## src/rtl/ct_mmu_dutlb_refill_ctrl_pkg.sv

```systemverilog
// Shared definitions for the data uTLB refill controller: widths, page-size
// encodings, FSM state encoding and the victim pointer step helper.
package ct_mmu_dutlb_refill_ctrl_pkg;

  localparam int ENTRY_NUM = 8;
  localparam int PTR_W     = $clog2(ENTRY_NUM);
  localparam int VPN_WIDTH = 27;
  localparam int PPN_WIDTH = 28;
  localparam int FLG_WIDTH = 14;
  localparam int PGS_WIDTH = 3;

  localparam logic [PGS_WIDTH-1:0] PGS_4K = 3'b001;
  localparam logic [PGS_WIDTH-1:0] PGS_2M = 3'b010;
  localparam logic [PGS_WIDTH-1:0] PGS_1G = 3'b100;

  typedef enum logic [2:0] {
    ST_IDLE = 3'd0,
    ST_REQ  = 3'd1,
    ST_WAIT = 3'd2,
    ST_DROP = 3'd3,
    ST_UPD  = 3'd4
  } refill_state_e;

  // Round-robin pointer step with wrap at the last normal entry
  function automatic logic [PTR_W-1:0] rr_next(input logic [PTR_W-1:0] ptr);
    return (ptr == PTR_W'(ENTRY_NUM - 1)) ? '0 : ptr + PTR_W'(1);
  endfunction

endpackage

```

## src/rtl/ct_mmu_dutlb_victim_sel.sv

```systemverilog
// Victim selection for the normal data uTLB entries: the lowest-index
// invalid entry wins; when every entry is valid the round-robin pointer
// chooses. Purely combinational.
module ct_mmu_dutlb_victim_sel
  import ct_mmu_dutlb_refill_ctrl_pkg::*;
(
  input  logic [ENTRY_NUM-1:0] utlb_entry_vld,
  input  logic [PTR_W-1:0]     rr_ptr,
  output logic [ENTRY_NUM-1:0] victim_oh,
  output logic                 victim_use_rr
);

  logic found;

  // Priority scan for the first free slot, falling back to rr_ptr
  always_comb begin
    victim_oh = '0;
    found     = 1'b0;
    for (int i = 0; i < ENTRY_NUM; i++) begin
      if (!found && !utlb_entry_vld[i]) begin
        victim_oh[i] = 1'b1;
        found        = 1'b1;
      end
    end
    victim_use_rr = !found;
    if (!found) begin
      victim_oh[rr_ptr] = 1'b1;
    end
  end

endmodule

```

## src/rtl/ct_mmu_dutlb_refill_ctrl.sv

```systemverilog
// Data uTLB refill controller: captures a miss, requests a jTLB lookup,
// writes the returned translation into a victim entry (or the huge entry)
// and tolerates flushes/invalidates arriving mid-refill.
module ct_mmu_dutlb_refill_ctrl
  import ct_mmu_dutlb_refill_ctrl_pkg::*;
(
  input  logic                 utlb_entry_clk,
  input  logic                 cpurst_b,
  input  logic                 utlb_miss_vld,
  input  logic [VPN_WIDTH-1:0] utlb_miss_vpn,
  input  logic [ENTRY_NUM-1:0] utlb_entry_vld,
  input  logic                 regs_utlb_clr,
  input  logic                 tlboper_utlb_clr,
  input  logic                 tlboper_utlb_inv_va_req,
  output logic                 utlb_jtlb_req,
  output logic [VPN_WIDTH-1:0] utlb_jtlb_vpn,
  input  logic                 jtlb_utlb_grant,
  input  logic                 jtlb_utlb_resp_vld,
  input  logic                 jtlb_utlb_resp_fault,
  input  logic [PPN_WIDTH-1:0] jtlb_utlb_resp_ppn,
  input  logic [FLG_WIDTH-1:0] jtlb_utlb_resp_flg,
  input  logic [PGS_WIDTH-1:0] jtlb_utlb_resp_pgs,
  output logic [ENTRY_NUM-1:0] utlb_entry_upd,
  output logic                 utlb_huge_entry_upd,
  output logic [VPN_WIDTH-1:0] utlb_upd_vpn,
  output logic [PPN_WIDTH-1:0] utlb_upd_ppn,
  output logic [FLG_WIDTH-1:0] utlb_upd_flg,
  output logic [PGS_WIDTH-1:0] utlb_upd_pgs,
  output logic                 utlb_refill_busy,
  output logic                 utlb_refill_done,
  output logic                 utlb_refill_fault
);

  refill_state_e        state;
  logic [VPN_WIDTH-1:0] req_vpn;
  logic [PPN_WIDTH-1:0] upd_ppn_q;
  logic [FLG_WIDTH-1:0] upd_flg_q;
  logic [PGS_WIDTH-1:0] upd_pgs_q;
  logic [ENTRY_NUM-1:0] upd_oh_q;
  logic                 upd_huge_q;
  logic                 upd_used_rr_q;
  logic                 fault_q;
  logic [PTR_W-1:0]     rr_ptr;

  logic                 flush;
  logic                 upd_live;
  logic [ENTRY_NUM-1:0] victim_oh;
  logic                 victim_use_rr;
  logic                 resp_huge;

  assign flush     = regs_utlb_clr | tlboper_utlb_clr | tlboper_utlb_inv_va_req;
  assign resp_huge = (jtlb_utlb_resp_pgs == PGS_1G);

  ct_mmu_dutlb_victim_sel x_victim_sel (
    .utlb_entry_vld (utlb_entry_vld),
    .rr_ptr         (rr_ptr),
    .victim_oh      (victim_oh),
    .victim_use_rr  (victim_use_rr)
  );

  // Refill FSM with its captured request/response data and victim pointer
  always_ff @(posedge utlb_entry_clk or negedge cpurst_b) begin
    if (!cpurst_b) begin
      state         <= ST_IDLE;
      req_vpn       <= '0;
      upd_ppn_q     <= '0;
      upd_flg_q     <= '0;
      upd_pgs_q     <= '0;
      upd_oh_q      <= '0;
      upd_huge_q    <= 1'b0;
      upd_used_rr_q <= 1'b0;
      fault_q       <= 1'b0;
      rr_ptr        <= '0;
    end else begin
      fault_q <= 1'b0;
      case (state)
        ST_IDLE: begin
          // A miss that coincides with the fault pulse is the one just
          // answered; it is only taken once the pulse has gone.
          if (utlb_miss_vld && !flush && !fault_q) begin
            req_vpn <= utlb_miss_vpn;
            state   <= ST_REQ;
          end
        end
        ST_REQ: begin
          if (flush) begin
            state <= ST_IDLE;
          end else if (jtlb_utlb_grant) begin
            state <= ST_WAIT;
          end
        end
        ST_WAIT: begin
          if (flush) begin
            state <= ST_DROP;
          end else if (jtlb_utlb_resp_vld && jtlb_utlb_resp_fault) begin
            fault_q <= 1'b1;
            state   <= ST_IDLE;
          end else if (jtlb_utlb_resp_vld) begin
            upd_ppn_q     <= jtlb_utlb_resp_ppn;
            upd_flg_q     <= jtlb_utlb_resp_flg;
            upd_pgs_q     <= jtlb_utlb_resp_pgs;
            upd_huge_q    <= resp_huge;
            upd_oh_q      <= resp_huge ? '0 : victim_oh;
            upd_used_rr_q <= !resp_huge && victim_use_rr;
            state         <= ST_UPD;
          end
        end
        ST_DROP: begin
          if (jtlb_utlb_resp_vld) begin
            state <= ST_IDLE;
          end
        end
        ST_UPD: begin
          if (!flush && upd_used_rr_q) begin
            rr_ptr <= rr_next(rr_ptr);
          end
          state <= ST_IDLE;
        end
        default: state <= ST_IDLE;
      endcase
    end
  end

  // Output decode: strobes live only in UPD and are killed by a same-cycle flush
  always_comb begin
    upd_live            = (state == ST_UPD) && !flush;
    utlb_jtlb_req       = (state == ST_REQ);
    utlb_jtlb_vpn       = req_vpn;
    utlb_entry_upd      = upd_live ? upd_oh_q : '0;
    utlb_huge_entry_upd = upd_live && upd_huge_q;
    utlb_upd_vpn        = req_vpn;
    utlb_upd_ppn        = upd_ppn_q;
    utlb_upd_flg        = upd_flg_q;
    utlb_upd_pgs        = upd_pgs_q;
    utlb_refill_busy    = (state != ST_IDLE);
    utlb_refill_done    = upd_live;
    utlb_refill_fault   = fault_q;
  end

endmodule

```

## config.mk

```make
export PLATFORM = sky130hd
export DESIGN_NAME = ct_mmu_dutlb_refill_ctrl
export DESIGN_NICKNAME = d
export VERILOG_FILES = /design/src/rtl/ct_mmu_dutlb_refill_ctrl_pkg.sv /design/src/rtl/ct_mmu_dutlb_victim_sel.sv /design/src/rtl/ct_mmu_dutlb_refill_ctrl.sv
export SDC_FILE = /design/constraint.sdc
export NUM_CORES = 1
export LEC_CHECK = 0
export ABC_CLOCK_PERIOD_IN_PS = 2300
export CAP_MARGIN = 0
export CORE_MARGIN = 2
export CORE_UTILIZATION = 42
export CTS_BUF_LIST = sky130_fd_sc_hd__clkbuf_4
export DETAILED_ROUTE_END_ITERATION = 6
export PLACE_DENSITY = 0.95
export SLEW_MARGIN = 5
export SYNTH_ARGS = -nofsm -noshare
export SYNTH_HDL_FRONTEND = slang
export SYNTH_SLANG_ARGS = --single-unit
```

## constraint.sdc

```tcl
create_clock -name utlb_entry_clk -period 2.3 [get_ports utlb_entry_clk]
set_clock_uncertainty 0.05 [all_clocks]
set_input_delay 0.23 -clock utlb_entry_clk [delete_from_list [all_inputs] [get_ports utlb_entry_clk]]
set_output_delay 0.23 -clock utlb_entry_clk [all_outputs]
set_load 0.1 [all_outputs]
```

# [Yosys cells after proc, flatten, opt, wreduce, memory -nomap -nowiden]
# Cells that the tools add are included.
# W data, S select, Z words.
[word_totals] register_bits=89 inputBits=89 out_inout_bits=112 wordCells=98
[op_classes] n_addsub=1 order_cmp=2 n_eq_ne=10 muxes=32 bitwise_logic=5 reduce_logical=38
[ops] op="$mux W3" n=8
[ops] op="$mux W8" n=3
[ops] op="$mux W1" n=19
[ops] op="$logic_not A1 Y1" n=17
[ops] op="$logic_and A1 B1 Y1" n=15
[ops] op="$pmux W3 S4" n=1
[ops] op="$eq A3 B3 Y1 const B" n=3
[ops] op="$or A8 B8 Y8" n=1
[ops] op="$reduce_and A4 Y1" n=2
[ops] op="$eq A3 B2 Y1 const B" n=2
[ops] op="$lt A3 B4 Y1 const B" n=1
[ops] op="$ne A2 B2 Y1 const B" n=2
[ops] op="$ne A4 B4 Y1 const B" n=1
[ops] op="$reduce_and A2 Y1" n=2
[ops] op="$add A3 B1 Y3 const B" n=1
[ops] op="$demux W1 S3" n=1
[ops] op="$eq A3 B1 Y1 const B" n=1
[ops] op="$ge A3 B1 Y1 const B" n=1
[ops] op="$logic_not A3 Y1" n=1
[ops] op="$ne A3 B1 Y1 const B" n=1
[ops] op="$reduce_bool A3 Y1" n=1
[ops] op="$not A1 Y1" n=2
[ops] op="$or A1 B1 Y1" n=2

# [Longest topological paths before layout]
[logic_depth] ltp_word=24 mapped_depth=7 mapped_depth_nobuf=4

# [Cells and area by module]
# From an unflattened synthesis, not the netlist that was laid out.
[unflattened] hier_cells=297 area_unflattened_um2=4106.4
[by_module_without_submodules] module="ct_mmu_dutlb_refill_ctrl" instances=1 cells_per_inst=269 area_each_um2=3931.3 seq_area_each_um2=2227.1
[by_module_without_submodules] module="ct_mmu_dutlb_victim_sel" instances=1 cells_per_inst=28 area_each_um2=175.2 seq_area_each_um2=0.0

# [Least setup slack after synthesis]
# OpenSTA, ideal clock, no wires.
[synth_path] path_type="flip-flop to output port" start="reg state[1]" end="out utlb_entry_upd[0]" arrival_ns=2.550 required_time_ns=2.020 path_slack_ns=-0.530 path_stages_with_launch=5 n_path_buf=1 cell_sequence="dfrtp_1 or4_4 nor3b_2 buf_2 and2_1"
[synth_via] elab_chain_len=3
[synth_rtl] item="start: declaration" line_no="ct_mmu_dutlb_refill_ctrl.sv:34" rtl="refill_state_e state;"
[synth_rtl] item="start signal: assignment" line_no="ct_mmu_dutlb_refill_ctrl.sv:64" rtl="state <= ST_IDLE;"
[synth_rtl] item="start signal: assignment" line_no="ct_mmu_dutlb_refill_ctrl.sv:82" rtl="state <= ST_REQ;"
[synth_rtl] item="start signal: assignment" line_no="ct_mmu_dutlb_refill_ctrl.sv:87" rtl="state <= ST_IDLE;"
[synth_rtl] item="$eq A3 B3 Y1" line_no="ct_mmu_dutlb_refill_ctrl.sv:126" rtl="upd_live = (state == ST_UPD) && !flush;"
[synth_rtl] item="$logic_and A1 B1 Y1" line_no="ct_mmu_dutlb_refill_ctrl.sv:126"
[synth_rtl] item="via utlb_refill_done" line_no="ct_mmu_dutlb_refill_ctrl.sv:30" rtl="output logic utlb_refill_done,"
[synth_rtl] item="$mux W8" line_no="ct_mmu_dutlb_refill_ctrl.sv:129" rtl="utlb_entry_upd = upd_live ? upd_oh_q : '0;"
[synth_rtl] item="end: declaration" line_no="ct_mmu_dutlb_refill_ctrl.sv:23" rtl="output logic [ENTRY_NUM-1:0] utlb_entry_upd,"
# The timed path passes the listed nets, and every way through them passes these cells.

# [Final worst setup path]
[layout_path] start="reg state[1]" end="out utlb_entry_upd[1]"
[layout_via] elab_chain_len=3
[layout_rtl] item="$eq A3 B3 Y1" line_no="ct_mmu_dutlb_refill_ctrl.sv:126"
[layout_rtl] item="$logic_and A1 B1 Y1" line_no="ct_mmu_dutlb_refill_ctrl.sv:126"
[layout_rtl] item="$mux W8" line_no="ct_mmu_dutlb_refill_ctrl.sv:129"
# Every way passes these cells.

==> flow_summary.ini <==
[synth]
synth_cells = 292
synthArstFlopShare_pct = 100.0
synth_top_family_by_area = multiplexers
synth_mux_area_share_pct = 24.05
synth_seq_area_share_pct = 55.18
synthFlopType = dfrtp_1
synth_fa_ha_area_share_pct = 0.6200
synth_area_leaders = dfrtp_1 55%, mux2_2 16%, mux2_4 7.4%
synth_top_area_share_pct = 55.18
synth_cell_types = 41
synth-xor-area-share_pct = 0
yosysTopAreaCell = dfrtp_1
netlist_area_um2 = 4036
yosys_warnings = 0
synth-seq-cells = 89
synth-simple-area-share_pct = 8.524
synth_edf_count = 0
syn_avg_cell_area_um2 = 13.82
syn-num-nets = 383
synth-compound-area-share_pct = 4.061

[place]
dp.final_hpwl_um = 7720
portBuffers = 200
placed_area_um2 = 5889
place.gp.congestion = 0.8554

[die]
core_um2 = 9284
num_rows = 35
initial_core_util_pct = 43.48
ios = 201
die_w_um = 102.0
die_area_um2 = 10410
chipHeight_um = 102.0

[detailed_routing]
viasPerCell = 4.941
wirelength_um = 10280
dr.pass1.iters = 4
wl_per_cell_um = 16.71
drc = 0
ant_nets = 0
vias = 3039
drtIter0Drc = 80

[sta]
finalCritPeriodShare_pct = 99.62
worst_slew_pin_slew_ns = 0.6021
hold_viol = 0
grt_setup_unrepaired = yes
slew_viol_final = 0
finalSetupTns_ns = 0
setup_violations = 0
timing.slew.headroom_pct = 59.86
fmax_mhz = 436.4
period_needed_ns = 2.291

[flow_run]
maxCapViolCount = 0

[clock_network]
clk_pin_slew_ns = 0.16
clk_latency_ns = 0.43
htreeDepth = 3
cts_made_buffers = 9
cts.sinks = 89
ctsLongestPathBuffers = 2
cts_tree = done
cts_root_buf = clkbuf_4

[setup_path]
critPathRequiredTime_ns = 2.02
startpoint_type = register
arrival_ns = 2.01
path_buf_inv = 2
critPathCaptureType = primary output
cp_top_family = simple AND/OR/NAND/NOR gates
slowest_delay_ns = 0.46
critPathSlowestCell = or4_4
crit_type = register to primary output
crit_chain = or4_4, nor3b_4, buf_6, and2_4, buf_12
crit_path_max_fanout = 6

[grt]
antenna_found_initial = 0
grt_pass1_vias = 3213
grt_pass1_wl_um = 15430
grt_overflow_total = 0
grtUsageTotal_pct = 19.23
grt_max_degree = 47

[cells_and_area]
nets = 572
antennaDiodeCount = 0
syn_to_final_growth_pct = 51.39
fin_area_um2 = 6111
fillers = 683
drive_gt1_share_pct = 48.97
fin_util_pct = 65.82

[hold_path]
hold_class = input port to async pin

[run_status]
outcome = complete, no violations
## final timing paths
path | slack, ns | end | cells past startpoint | startpoint
setup / recovery | 0.009 | utlb_entry_upd[1] | 5 | state[1]
hold / removal | 0.28 | utlb_jtlb_vpn[10] | 2 | cpurst_b
setup reg to reg | 0.30 | rr_ptr[0] | 7 | state[1]
hold reg to reg | 0.45 | upd_used_rr_q | 2 | upd_used_rr_q
max in group asynchronous | 1.25 | upd_oh_q[5] | 3 | cpurst_b
min in group utlb_entry_clk | 0.34 | utlb_jtlb_vpn[9] | 2 | utlb_miss_vpn[9]
## cells in the mapped netlist (2+ instances only)
| cell | n |
|---|---|
| buf_4 | 27 |
| o41ai_1 | 3 |
| buf_6 | 2 |
| nor3_1 | 5 |
| buf_12 | 2 |
| nand4_1 | 3 |
| nand3_1 | 2 |
| mux2_2 | 56 |
| mux2_4 | 20 |
| and2_1 | 9 |
| dfrtp_1 | 89 |
| nor3b_1 | 5 |
| o21ai_0 | 9 |
| nand2_1 | 14 |
| mux2i_1 | 4 |
| nand2b_1 | 3 |
| ha_1 | 2 |
| buf_2 | 5 |
| inv_1 | 2 |
| nor2_1 | 9 |
## cell families after synthesis
group | Yosys count
AOI/OAI and AO/OA | 21
muxes | 80
and+or+nand+nor | 60
buffers and inverters | 40
DFF | 89
adders and majority gates | 2
## worst reg2reg max path, stage by stage (launching register included)
cell	delay, ns
dfrtp_1	0.41
or4_4	0.46
nor3b_4	0.24
buf_6	0.16
buf_4	0.11
buf_4	0.09
nand2_1	0.09
mux2_2	0.28
## placed cells by master (no fill, tap or decap), types with 2 or more instances in the layout
cell type / n
and2_4: 9
buf_12: 13
buf_4: 112
buf_6: 3
clkbuf_4: 10
clkdlybuf4s50_1: 87
clkinvlp_4: 2
dfrtp_1: 89
ha_1: 2
inv_1: 2
mux2_2: 56
mux2_4: 20
mux2i_1: 4
nand2_1: 14
nand2b_1: 3
nand3_1: 2
nand4_1: 3
nor2_1: 9
nor3_1: 5
nor3b_1: 5
o21ai_0: 9
o41ai_1: 3
## layout make-up
class	instances	area, um^2	area share, %
sequential	89	2227	36.45
timing repair buffer	216	2016	32.99
multi-input combinational	163	1550	25.37
tap	129	161.4	2.641
clock buffer	10	75.07	1.229
clock inverter	6	73.82	1.208
inverter	2	7.507	0.1229
## registers in the layout, indices dropped and copies added (netlist names)
name / flops
rr_ptr: 3
upd_used_rr_q: 1
utlb_jtlb_vpn: 27
upd_oh_q: 8
upd_huge_q: 1
utlb_upd_pgs: 3
utlb_upd_ppn: 28
state: 3
utlb_upd_flg: 14
utlb_refill_fault: 1
## routing by layer
metal  GRT usage [%]  wire (um)
met2           34.31       5352
met5               0          0
met1           21.30       3782
met3           5.677        944
met4           8.308        196
## through the flow
step	instances	hold slack [ns]	setup slack (ns)
floorplan	292	-0.1156	0.04450
CTS	615	0.2686	-0.04171
global route	615	0.3056	-0.08924
finish	615	0.2754	0.008741
global placement	592	0.2125	0.02414
detailed placement	592	0.2308	0.02206
## timing repair
item,CTS,global route
setup endpoints to repair,10,10
pin swaps,11,0
buffers inserted,5,0
gates cloned,1,0
resized for setup,4,1
hold endpoints to repair,43,0
hold buffers,1,0
Power is not shown: default switching activity piles up to over one toggle a cycle in this logic, so the estimate is an artifact.
